[src/rtl/sync_fifo_fwft.sv]
// sync_fifo_fwft
//   Parametrised single-clock FIFO for command and data staging.
//   It supports show-ahead (FWFT=1) and standard 1-cycle-latency (FWFT=0) read modes.
//   All flags and the occupancy count are registers loaded from the next-state count.
//
// Ports
//   clk           rising-edge clock
//   rst_n         asynchronous reset, active low
//   clr           synchronous flush; takes priority over wr_en/rd_en
//   wr_data       write data
//   wr_en         write request
//   full          count == DEPTH
//   almost_full   count >= ALMOST_FULL_NUM
//   overflow      1-cycle pulse when a write is dropped
//   rd_data       read data (head word in FWFT mode, popped word otherwise)
//   rd_en         read request (pop)
//   empty         count == 0
//   almost_empty  count <= ALMOST_EMPTY_NUM
//   underflow     1-cycle pulse when a read is dropped
//   data_cnt      words held, 0..DEPTH
module sync_fifo_fwft #(
    parameter int DATA_WIDTH       = 32,
    parameter int ADDR_WIDTH       = 4,
    parameter int FWFT             = 1,
    parameter int ALMOST_FULL_NUM  = 14,
    parameter int ALMOST_EMPTY_NUM = 4
) (
    input  logic                  clk,
    input  logic                  rst_n,
    input  logic                  clr,
    input  logic [DATA_WIDTH-1:0] wr_data,
    input  logic                  wr_en,
    output logic                  full,
    output logic                  almost_full,
    output logic                  overflow,
    output logic [DATA_WIDTH-1:0] rd_data,
    input  logic                  rd_en,
    output logic                  empty,
    output logic                  almost_empty,
    output logic                  underflow,
    output logic [ADDR_WIDTH:0]   data_cnt
);

    localparam int DEPTH = 1 << ADDR_WIDTH;
    localparam logic [ADDR_WIDTH:0] DEPTH_C = (ADDR_WIDTH+1)'(DEPTH);
    localparam logic [ADDR_WIDTH:0] ONE_C   = (ADDR_WIDTH+1)'(1);
    localparam logic [ADDR_WIDTH:0] AF_C    = (ADDR_WIDTH+1)'(ALMOST_FULL_NUM);
    localparam logic [ADDR_WIDTH:0] AE_C    = (ADDR_WIDTH+1)'(ALMOST_EMPTY_NUM);

    logic [DATA_WIDTH-1:0] mem_q [DEPTH];

    logic [ADDR_WIDTH:0]   wr_ptr_q, wr_ptr_d;
    logic [ADDR_WIDTH:0]   rd_ptr_q, rd_ptr_d;
    logic [ADDR_WIDTH:0]   cnt_q, cnt_d;
    logic                  full_q, full_d;
    logic                  afull_q, afull_d;
    logic                  empty_q, empty_d;
    logic                  aempty_q, aempty_d;
    logic                  ovf_q, ovf_d;
    logic                  unf_q, unf_d;
    logic [DATA_WIDTH-1:0] rd_data_q, rd_data_d;

    logic                  wr_ok;
    logic                  rd_ok;

    // Acceptance uses only the registered flags, never same-cycle requests.
    always_comb begin
        wr_ok = wr_en & ~full_q  & ~clr;
        rd_ok = rd_en & ~empty_q & ~clr;
    end

    always_comb begin
        wr_ptr_d  = wr_ptr_q;
        rd_ptr_d  = rd_ptr_q;
        cnt_d     = cnt_q;
        rd_data_d = rd_data_q;

        if (clr) begin
            wr_ptr_d = '0;
            rd_ptr_d = '0;
            cnt_d    = '0;
        end else begin
            if (wr_ok) wr_ptr_d = wr_ptr_q + ONE_C;
            if (rd_ok) rd_ptr_d = rd_ptr_q + ONE_C;
            if (wr_ok && !rd_ok)      cnt_d = cnt_q + ONE_C;
            else if (rd_ok && !wr_ok) cnt_d = cnt_q - ONE_C;
        end

        if (FWFT != 0) begin
            // Show-ahead: load the head word as it will be after this edge.
            // When the new head is the slot being written right now
            // (queue otherwise empty), the memory does not hold it yet,
            // so it is taken straight from wr_data.
            if (!clr && cnt_d != '0) begin
                if (wr_ok && rd_ptr_d == wr_ptr_q)
                    rd_data_d = wr_data;
                else
                    rd_data_d = mem_q[rd_ptr_d[ADDR_WIDTH-1:0]];
            end
        end else begin
            if (rd_ok) rd_data_d = mem_q[rd_ptr_q[ADDR_WIDTH-1:0]];
        end

        full_d   = (cnt_d == DEPTH_C);
        afull_d  = (cnt_d >= AF_C);
        empty_d  = (cnt_d == '0);
        aempty_d = (cnt_d <= AE_C);
        ovf_d    = wr_en & full_q  & ~clr;
        unf_d    = rd_en & empty_q & ~clr;
    end

    always_ff @(posedge clk or negedge rst_n) begin
        if (!rst_n) begin
            wr_ptr_q  <= '0;
            rd_ptr_q  <= '0;
            cnt_q     <= '0;
            full_q    <= 1'b0;
            afull_q   <= 1'b0;
            empty_q   <= 1'b1;
            aempty_q  <= 1'b1;
            ovf_q     <= 1'b0;
            unf_q     <= 1'b0;
            rd_data_q <= '0;
        end else begin
            wr_ptr_q  <= wr_ptr_d;
            rd_ptr_q  <= rd_ptr_d;
            cnt_q     <= cnt_d;
            full_q    <= full_d;
            afull_q   <= afull_d;
            empty_q   <= empty_d;
            aempty_q  <= aempty_d;
            ovf_q     <= ovf_d;
            unf_q     <= unf_d;
            rd_data_q <= rd_data_d;
        end
    end

    // Storage is deliberately not reset.
    always_ff @(posedge clk) begin
        if (wr_ok) mem_q[wr_ptr_q[ADDR_WIDTH-1:0]] <= wr_data;
    end

    assign full         = full_q;
    assign almost_full  = afull_q;
    assign overflow     = ovf_q;
    assign empty        = empty_q;
    assign almost_empty = aempty_q;
    assign underflow    = unf_q;
    assign data_cnt     = cnt_q;
    assign rd_data      = rd_data_q;

endmodule

[config.mk]
export PLATFORM = sky130hd
export DESIGN_NAME = sync_fifo_fwft
export DESIGN_NICKNAME = d
export VERILOG_FILES = /design/src/rtl/sync_fifo_fwft.sv
export SDC_FILE = /design/constraint.sdc
export NUM_CORES = 1
export LEC_CHECK = 0
export CORE_MARGIN = 5
export CORE_UTILIZATION = 63
export CTS_BUF_LIST = sky130_fd_sc_hd__clkbuf_8
export DETAILED_ROUTE_END_ITERATION = 8
export PLACE_DENSITY = 0.82
export SYNTH_ARGS = -nofsm -noshare
export SYNTH_HDL_FRONTEND = slang
export SYNTH_SLANG_ARGS = --single-unit
[constraint.sdc]
create_clock -name clk -period 5.9 [get_ports clk]
set_input_delay 1.18 -clock clk [delete_from_list [all_inputs] [get_ports clk]]
set_output_delay 1.18 -clock clk [all_outputs]
set_load 0.02 [all_outputs]
==> out/results.ini, run 1 <==
[setup_path]
r2r_setup_slack_ns = 2.56
reg2reg_depth = 8
path_class = input port to register
r2r-start = empty
cp_data_arrival_time_ns = 4.52
cp-end-kind = register
worstPathMaxFanout = 41
start_kind = input port
rr_endpoint = rd_data[23]
cp.required_ns = 6.34

[clocking]
cts_sinks = 565
cts_resized = 0
cts-htree-levels = 3
clkTransAtPathRegs_ns = 0.06
cts_root_buf = clkbuf_8
cts_setup_buffers = 0
clockBufferDepth = 3
clk_latency_ns = 0.63
cts_buffers = 85
holdBufCountCts = 0
cts_tree = built

[floorplanning]
initial_core_util_pct = 63.8
dieArea_um2 = 38700
die_h_um = 197
fp.dieW_um = 197
rows = 68
ios = 80
core_area_um2 = 34500

[yosys]
async_flop_share_pct = 9.38
syn_area_um2 = 22000
syn_nets = 1110
synth_seq_area_share_pct = 76.0
ys_warn_count = 0
synth_edf_count = 512
synth_cells = 1066
ys_ff_latch = 565
ys_types = 47
syn_area_per_cell_um2 = 20.6
synth_flop_cell = edfxtp_1

[power]
internal_power_uw = 7110
p_per_area_nw_per_um2 = 379
p_leak_uw = 0.00834
netSwitchingFraction_pct = 25.5
clock_power_share_pct = 34.0
p_seq_share_pct = 48.8
combPwrFrac_pct = 17.2
switchingPower_uw = 2430
peakVddDrop_uv = 343

[cells_and_area]
layout.nets = 1248
final_common_cell = edfxtp_1
area_delta_synth_final_pct = 14.6
drive_above_1_share_pct = 25.6
diodes = 0
final_cell_mix = 512 x edfxtp_1, 128 x mux4_2, 101 x clkbuf_8
utilization_pct = 73.1

[timing]
worst_slew_pin_slew_ns = 0.878
hold_violations = 0
rsz0062_at_grt = false
drv_slew = 0
finalSetupTns_ns = 0
setup_viol = 0
holdWs_ns = 0.527
max_freq_mhz = 245
relSlewSlack_pct = 41.4
skew_ns = 0.0256
fin_crit_ns = 4.08
finalCritPeriodShare_pct = 69.2

[run]
cap_violations = 0

[global_route]
grt_max_degree = 130
grt-ovfl-total = 0
track_usage_pct = 24.4
grt_first_pass_wirelength_mm = 69.9
antenna_found_initial = 1
grt_pass1_vias = 11391

[routing]
viasPerCell = 6.40
drt_drc_violations_left = 0
wl_per_cell_um = 26.9
drt_wl_total_mm = 46.4
ant_nets = 0
vias = 11059
drt_iter0_markers = 1187
drt_pass1_iterations = 5

[status]
status = finished clean

[placement]
io_buffers = 79
dp_hpwl_mm = 23.7
globalplace.congestion = 0.761

[hold_path]
whs_path_depth = 2
hp-class = register to register
hp-start = rd_data[31]
min_to = rd_data[31]

[power groups by stage]
stage | clock [µW] | combinational [µW] | sequential [µW]
detailed placement | 0 | 1650 | 4740
global placement | 0 | 1620 | 4730
floorplan | 0 | 1000 | 4870
global route | 3510 | 1770 | 4680
CTS | 3310 | 1660 | 4660
finish | 3250 | 1640 | 4660
[critical path: stages]
cell and delay (ns):
clkdlybuf4s50_1 0.64, nor2b_1 0.26, mux2_8 0.48, buf_4 0.72, mux4_2 0.59, a22oi_1 0.22
nand2_1 0.09, mux2i_1 0.17, a21oi_1 0.11
[sequential cells by signal, summed over array words and instances (netlist names)]
register / cells
full: 1
almost_empty: 1
mem_q: 512
data_cnt: 5
empty: 1
rd_data: 32
rd_ptr_q: 5
wr_ptr_q: 5
almost_full: 1
overflow: 1
underflow: 1
[synth_stat cells, types with 2 or more instances]
cell type / number / area [µm²]
a211oi_2: 2 / 25.0
a21oi_1: 33 / 165
a21oi_2: 2 / 17.5
a221oi_1: 2 / 17.5
a22oi_1: 66 / 495
a31o_2: 3 / 26.3
and3_1: 3 / 18.8
buf_1: 4 / 15.0
buf_2: 14 / 70.1
buf_4: 6 / 45.0
buf_6: 12 / 135
clkbuf_1: 21 / 78.8
dfrtp_1: 51 / 1280
dfstp_2: 2 / 52.6
edfxtp_1: 512 / 15400
ha_1: 7 / 87.6
inv_1: 6 / 22.5
mux2_2: 3 / 33.8
mux2_4: 3 / 45.0
mux2i_1: 32 / 320
mux4_2: 128 / 2880
nand2_1: 43 / 161
nand2b_1: 3 / 18.8
nand3_1: 4 / 20.0
nand3b_1: 2 / 15.0
nand4_1: 2 / 12.5
nor2_1: 61 / 229
nor2b_1: 6 / 37.5
nor3_1: 5 / 25.0
nor4bb_1: 2 / 20.0
xnor2_1: 8 / 70.1
xor2_1: 3 / 26.3
[metrics by stage]
stage / total power [µW] / instances / cell area [µm²] / setup slack [ns]
5_1_grt: 9960 / 1728 / 25200 / 1.53
3_5_place_dp: 6400 / 1572 / 23400 / 1.16
6_report: 9550 / 1728 / 25200 / 1.82
4_1_cts: 9630 / 1728 / 25200 / 1.80
3_3_place_gp: 6350 / 1572 / 23400 / 1.27
2_1_floorplan: 5870 / 1066 / 22000 / 0.425
[layer usage]
layer	vias up	GRT usage (%)	wire [µm]	share of wire [%]
li1	4666	-	-	-
met1	5698	34.5	17100	37
met3	76	4.75	4670	10
met5	-	0	13	0.028
met2	617	40.0	23700	51
met4	2	7.09	956	2.1
[final cells by class]
type,count,area [µm²]
tap,455,569
timing repair buffer,108,1030
inverter,7,26.3
clock inverter,55,390
clock buffer,101,1390
sequential,565,16700
multi-input combinational,437,5070
fill,1956,9280
[how the worst max path moves through the flow]
stage / from / to / slack, ns / depth (start not counted)
after detailed placement: clr / rd_data[21] / 1.16 / 9
after global placement: clr / rd_data[27] / 1.27 / 9
after floorplan: clr / mem_q[3][0] / 0.43 / 4
final: clr / rd_data[23] / 1.82 / 9
after CTS: clr / rd_data[23] / 1.80 / 9
after global routing: clr / rd_data[23] / 1.53 / 9
[logic make-up after synthesis]
| kind of cell | after synthesis | synth area share [%] |
|---|---|---|
| AO/OA/AOI/OAI | 112 | 3.53 |
| XOR/XNOR | 11 | 0.439 |
| adder cells (fa/ha/maj) | 7 | 0.399 |
| buffers and inverters | 64 | 1.69 |
| flip-flops | 565 | 76.0 |
| multiplexers | 166 | 14.9 |
| AND/OR/NAND/NOR | 141 | 2.97 |
Power figures use the tool's default switching activity.
==> inputs of run 2 (changes only) <==
--- a/config.mk
+++ b/config.mk
@@ -6,10 +6,10 @@
 export NUM_CORES = 1
 export LEC_CHECK = 0
 export CORE_MARGIN = 5
-export CORE_UTILIZATION = 63
+export CORE_UTILIZATION = 57
 export CTS_BUF_LIST = sky130_fd_sc_hd__clkbuf_8
 export DETAILED_ROUTE_END_ITERATION = 8
-export PLACE_DENSITY = 0.82
+export PLACE_DENSITY = 0.78
 export SYNTH_ARGS = -nofsm -noshare
 export SYNTH_HDL_FRONTEND = slang
 export SYNTH_SLANG_ARGS = --single-unit
==> constraint.sdc (replaced) <==
create_clock -name clk -period 3.5 [get_ports clk]
set_input_delay 0.7 -clock clk [delete_from_list [all_inputs] [get_ports clk]]
set_output_delay 0.7 -clock clk [all_outputs]
set_load 0.02 [all_outputs]
==> out/results.ini, run 2 (synthesized netlist as in run 1, its figures left out) <==
[floorplanning]
die_h_um = 206  ; +4.9%
rows = 72  ; +5.9%
core_area_um2 = 38400  ; +11%
ios = 80  ; unchanged
initial_core_util_pct = 57.2  ; -6.5 points
fp.dieW_um = 206  ; +4.9%
dieArea_um2 = 42600  ; +10%

[cells_and_area]
area_delta_synth_final_pct = 18.1
final_common_cell = edfxtp_1
diodes = 0  ; unchanged
layout.nets = 1292  ; +3.5%
utilization_pct = 67.6  ; -5.5 points
final_cell_mix = 512 x edfxtp_1, 128 x mux4_2, 100 x clkbuf_8
drive_above_1_share_pct = 27.5  ; +1.9 points
fin_area_um2 = 25900  ; +3.0%
largest_reg_flops = 512  ; unchanged

[power]
p_leak_uw = 0.00862  ; +3.3%
combPwrFrac_pct = 18.2  ; +1.0 points
p_per_area_nw_per_um2 = 632  ; +67%
peakVddDrop_uv = 398  ; +16%
p_seq_share_pct = 48.0  ; -0.8 points
netSwitchingFraction_pct = 25.6  ; +0.097 points
internal_power_uw = 12200  ; +72%
switchingPower_uw = 4200  ; +72%
clock_power_share_pct = 33.8  ; -0.2 points

[setup_path]
path_common_cell = buf_12
critPathSlowestCell = clkdlybuf4s50_1
cp.required_ns = 3.98  ; -2.36 ns
path_class = input port to register
crit_chain = clkdlybuf4s50_1 -> nor2b_2 -> mux2_8 -> buf_12 -> buf_12 -> mux4_2 -> a22oi_1 -> nand2_1 -> mux2i_1 -> a21oi_1
cp-end-kind = register
critPathBufInv = 3  ; +1
cpPeakStageDelay_ns = 0.47  ; -0.25 ns
worstPathMaxFanout = 20  ; -51%
cp_data_arrival_time_ns = 3.25  ; -1.27 ns
start_kind = input port
critical-path-top-delay-family = multiplexers

[global_route]
grt_first_pass_wirelength_mm = 71.9  ; +2.8%
antenna_found_initial = 1  ; unchanged
grt_pass1_vias = 11664  ; +2.4%
track_usage_pct = 23.1  ; -1.3 points
grt-ovfl-total = 0  ; unchanged
grt_max_degree = 49  ; -62%

[timing]
setup_viol = 0  ; unchanged
drv_slew = 0  ; unchanged
worst_slew_pin_slew_ns = 0.838  ; -0.0401 ns
finalCritPeriodShare_pct = 79.0
skew_ns = 0.0309  ; +0.00533 ns
max_freq_mhz = 362
fin_crit_ns = 2.77
holdWs_ns = 0.433  ; -0.0936 ns
rsz0062_at_grt = false
relSlewSlack_pct = 44.1  ; +2.7 points
finalSetupTns_ns = 0  ; unchanged
hold_violations = 0  ; unchanged

[clocking]
cts_tree = built
cts_root_buf = clkbuf_8
clockBufferDepth = 3  ; unchanged
holdBufCountCts = 1  ; +1
cts_setup_buffers = 0  ; unchanged
cts_resized = 0  ; unchanged
cts_buffers = 87  ; +2.4%
clk_latency_ns = 0.63  ; about the same
clkTransAtPathRegs_ns = 0.06  ; about the same
cts-htree-levels = 3  ; unchanged
cts_sinks = 565  ; unchanged

[placement]
globalplace.congestion = 0.775  ; +1.9%
dp_hpwl_mm = 27.1  ; +14%
io_buffers = 79  ; unchanged
placed_area_um2 = 24100  ; +3.1%

[routing]
ant_nets = 0  ; unchanged
wl_per_cell_um = 25.8  ; -3.9%
vias = 11184  ; +1.1%
drt_iter0_markers = 1096  ; -7.7%
drt_wl_total_mm = 47.5  ; +2.2%
viasPerCell = 6.08  ; -4.9%
drt_pass1_iterations = 5  ; unchanged
drt_drc_violations_left = 0  ; unchanged

[status]
status = finished clean

[hold_path]
hp-class = input port to asynchronous set/reset pin

[run]
cap_violations = 0  ; unchanged

## run 2: cell count changes in the layout (fill, tap and decap cells not counted), moves of 2 or more
cell        change
clkinv_1        +9
inv_6           -2
nor3_2          -2
buf_12         +26
inv_8           -2
nor3_4          +2
buf_4          +15
clkinvlp_4      +5
clkinv_2        -5
## run 2: path summary, 6_finish.rpt
path	startpoint	end	slack, ns	cells after the start
worst min register to register	rd_data[28]	rd_data[28]	0.53	2
worst min-delay path	rst_n	rd_data[24]	0.43	2
max in group asynchronous	rst_n	rd_data[6]	1.99	3
worst max-delay path	rd_en	rd_data[15]	0.73	10
worst max register to register	rd_ptr_q[1]	rd_data[7]	0.76	9
min in group clk	rd_data[28]	rd_data[28]	0.53	2
## run 2: cell type report
type | count | area [µm²]
Sequential cell | 565 | 16700
Fill cell | 2429 | 12400
Multi-Input combinational cell | 437 | 5090
Timing Repair Buffer | 150 | 1670
Clock buffer | 100 | 1380
Tap cell | 518 | 648
Clock inverter | 61 | 427
Inverter | 7 | 26.3
## run 2: power by group through the flow
stage	Combinational (µW)	Clock (µW)	Sequential, µW
finish	2980	5540	7870
global placement	2950	0	8000
detailed placement	3010	0	8010
floorplan	1690	0	8210
CTS	3020	5660	7880
global route	3220	5970	7900
## run 2: metal layers
layer | GRT usage, % | vias up | wire (µm)
met5 | 0 | - | 13
met4 | 6.75 | 2 | 990
li1 | - | 4762 | -
met1 | 31.6 | 5802 | 18100
met3 | 4.55 | 76 | 4200
met2 | 38.4 | 542 | 24200
## run 2: through the flow
stage	setup slack (ns)	total power, µW	cells
after floorplan	-0.185	9900	1066
after global placement	0.167	11000	1676
after detailed placement	0.0896	11000	1676
after CTS	0.706	16600	1838
after global routing	0.581	17100	1838
final	0.735	16400	1838
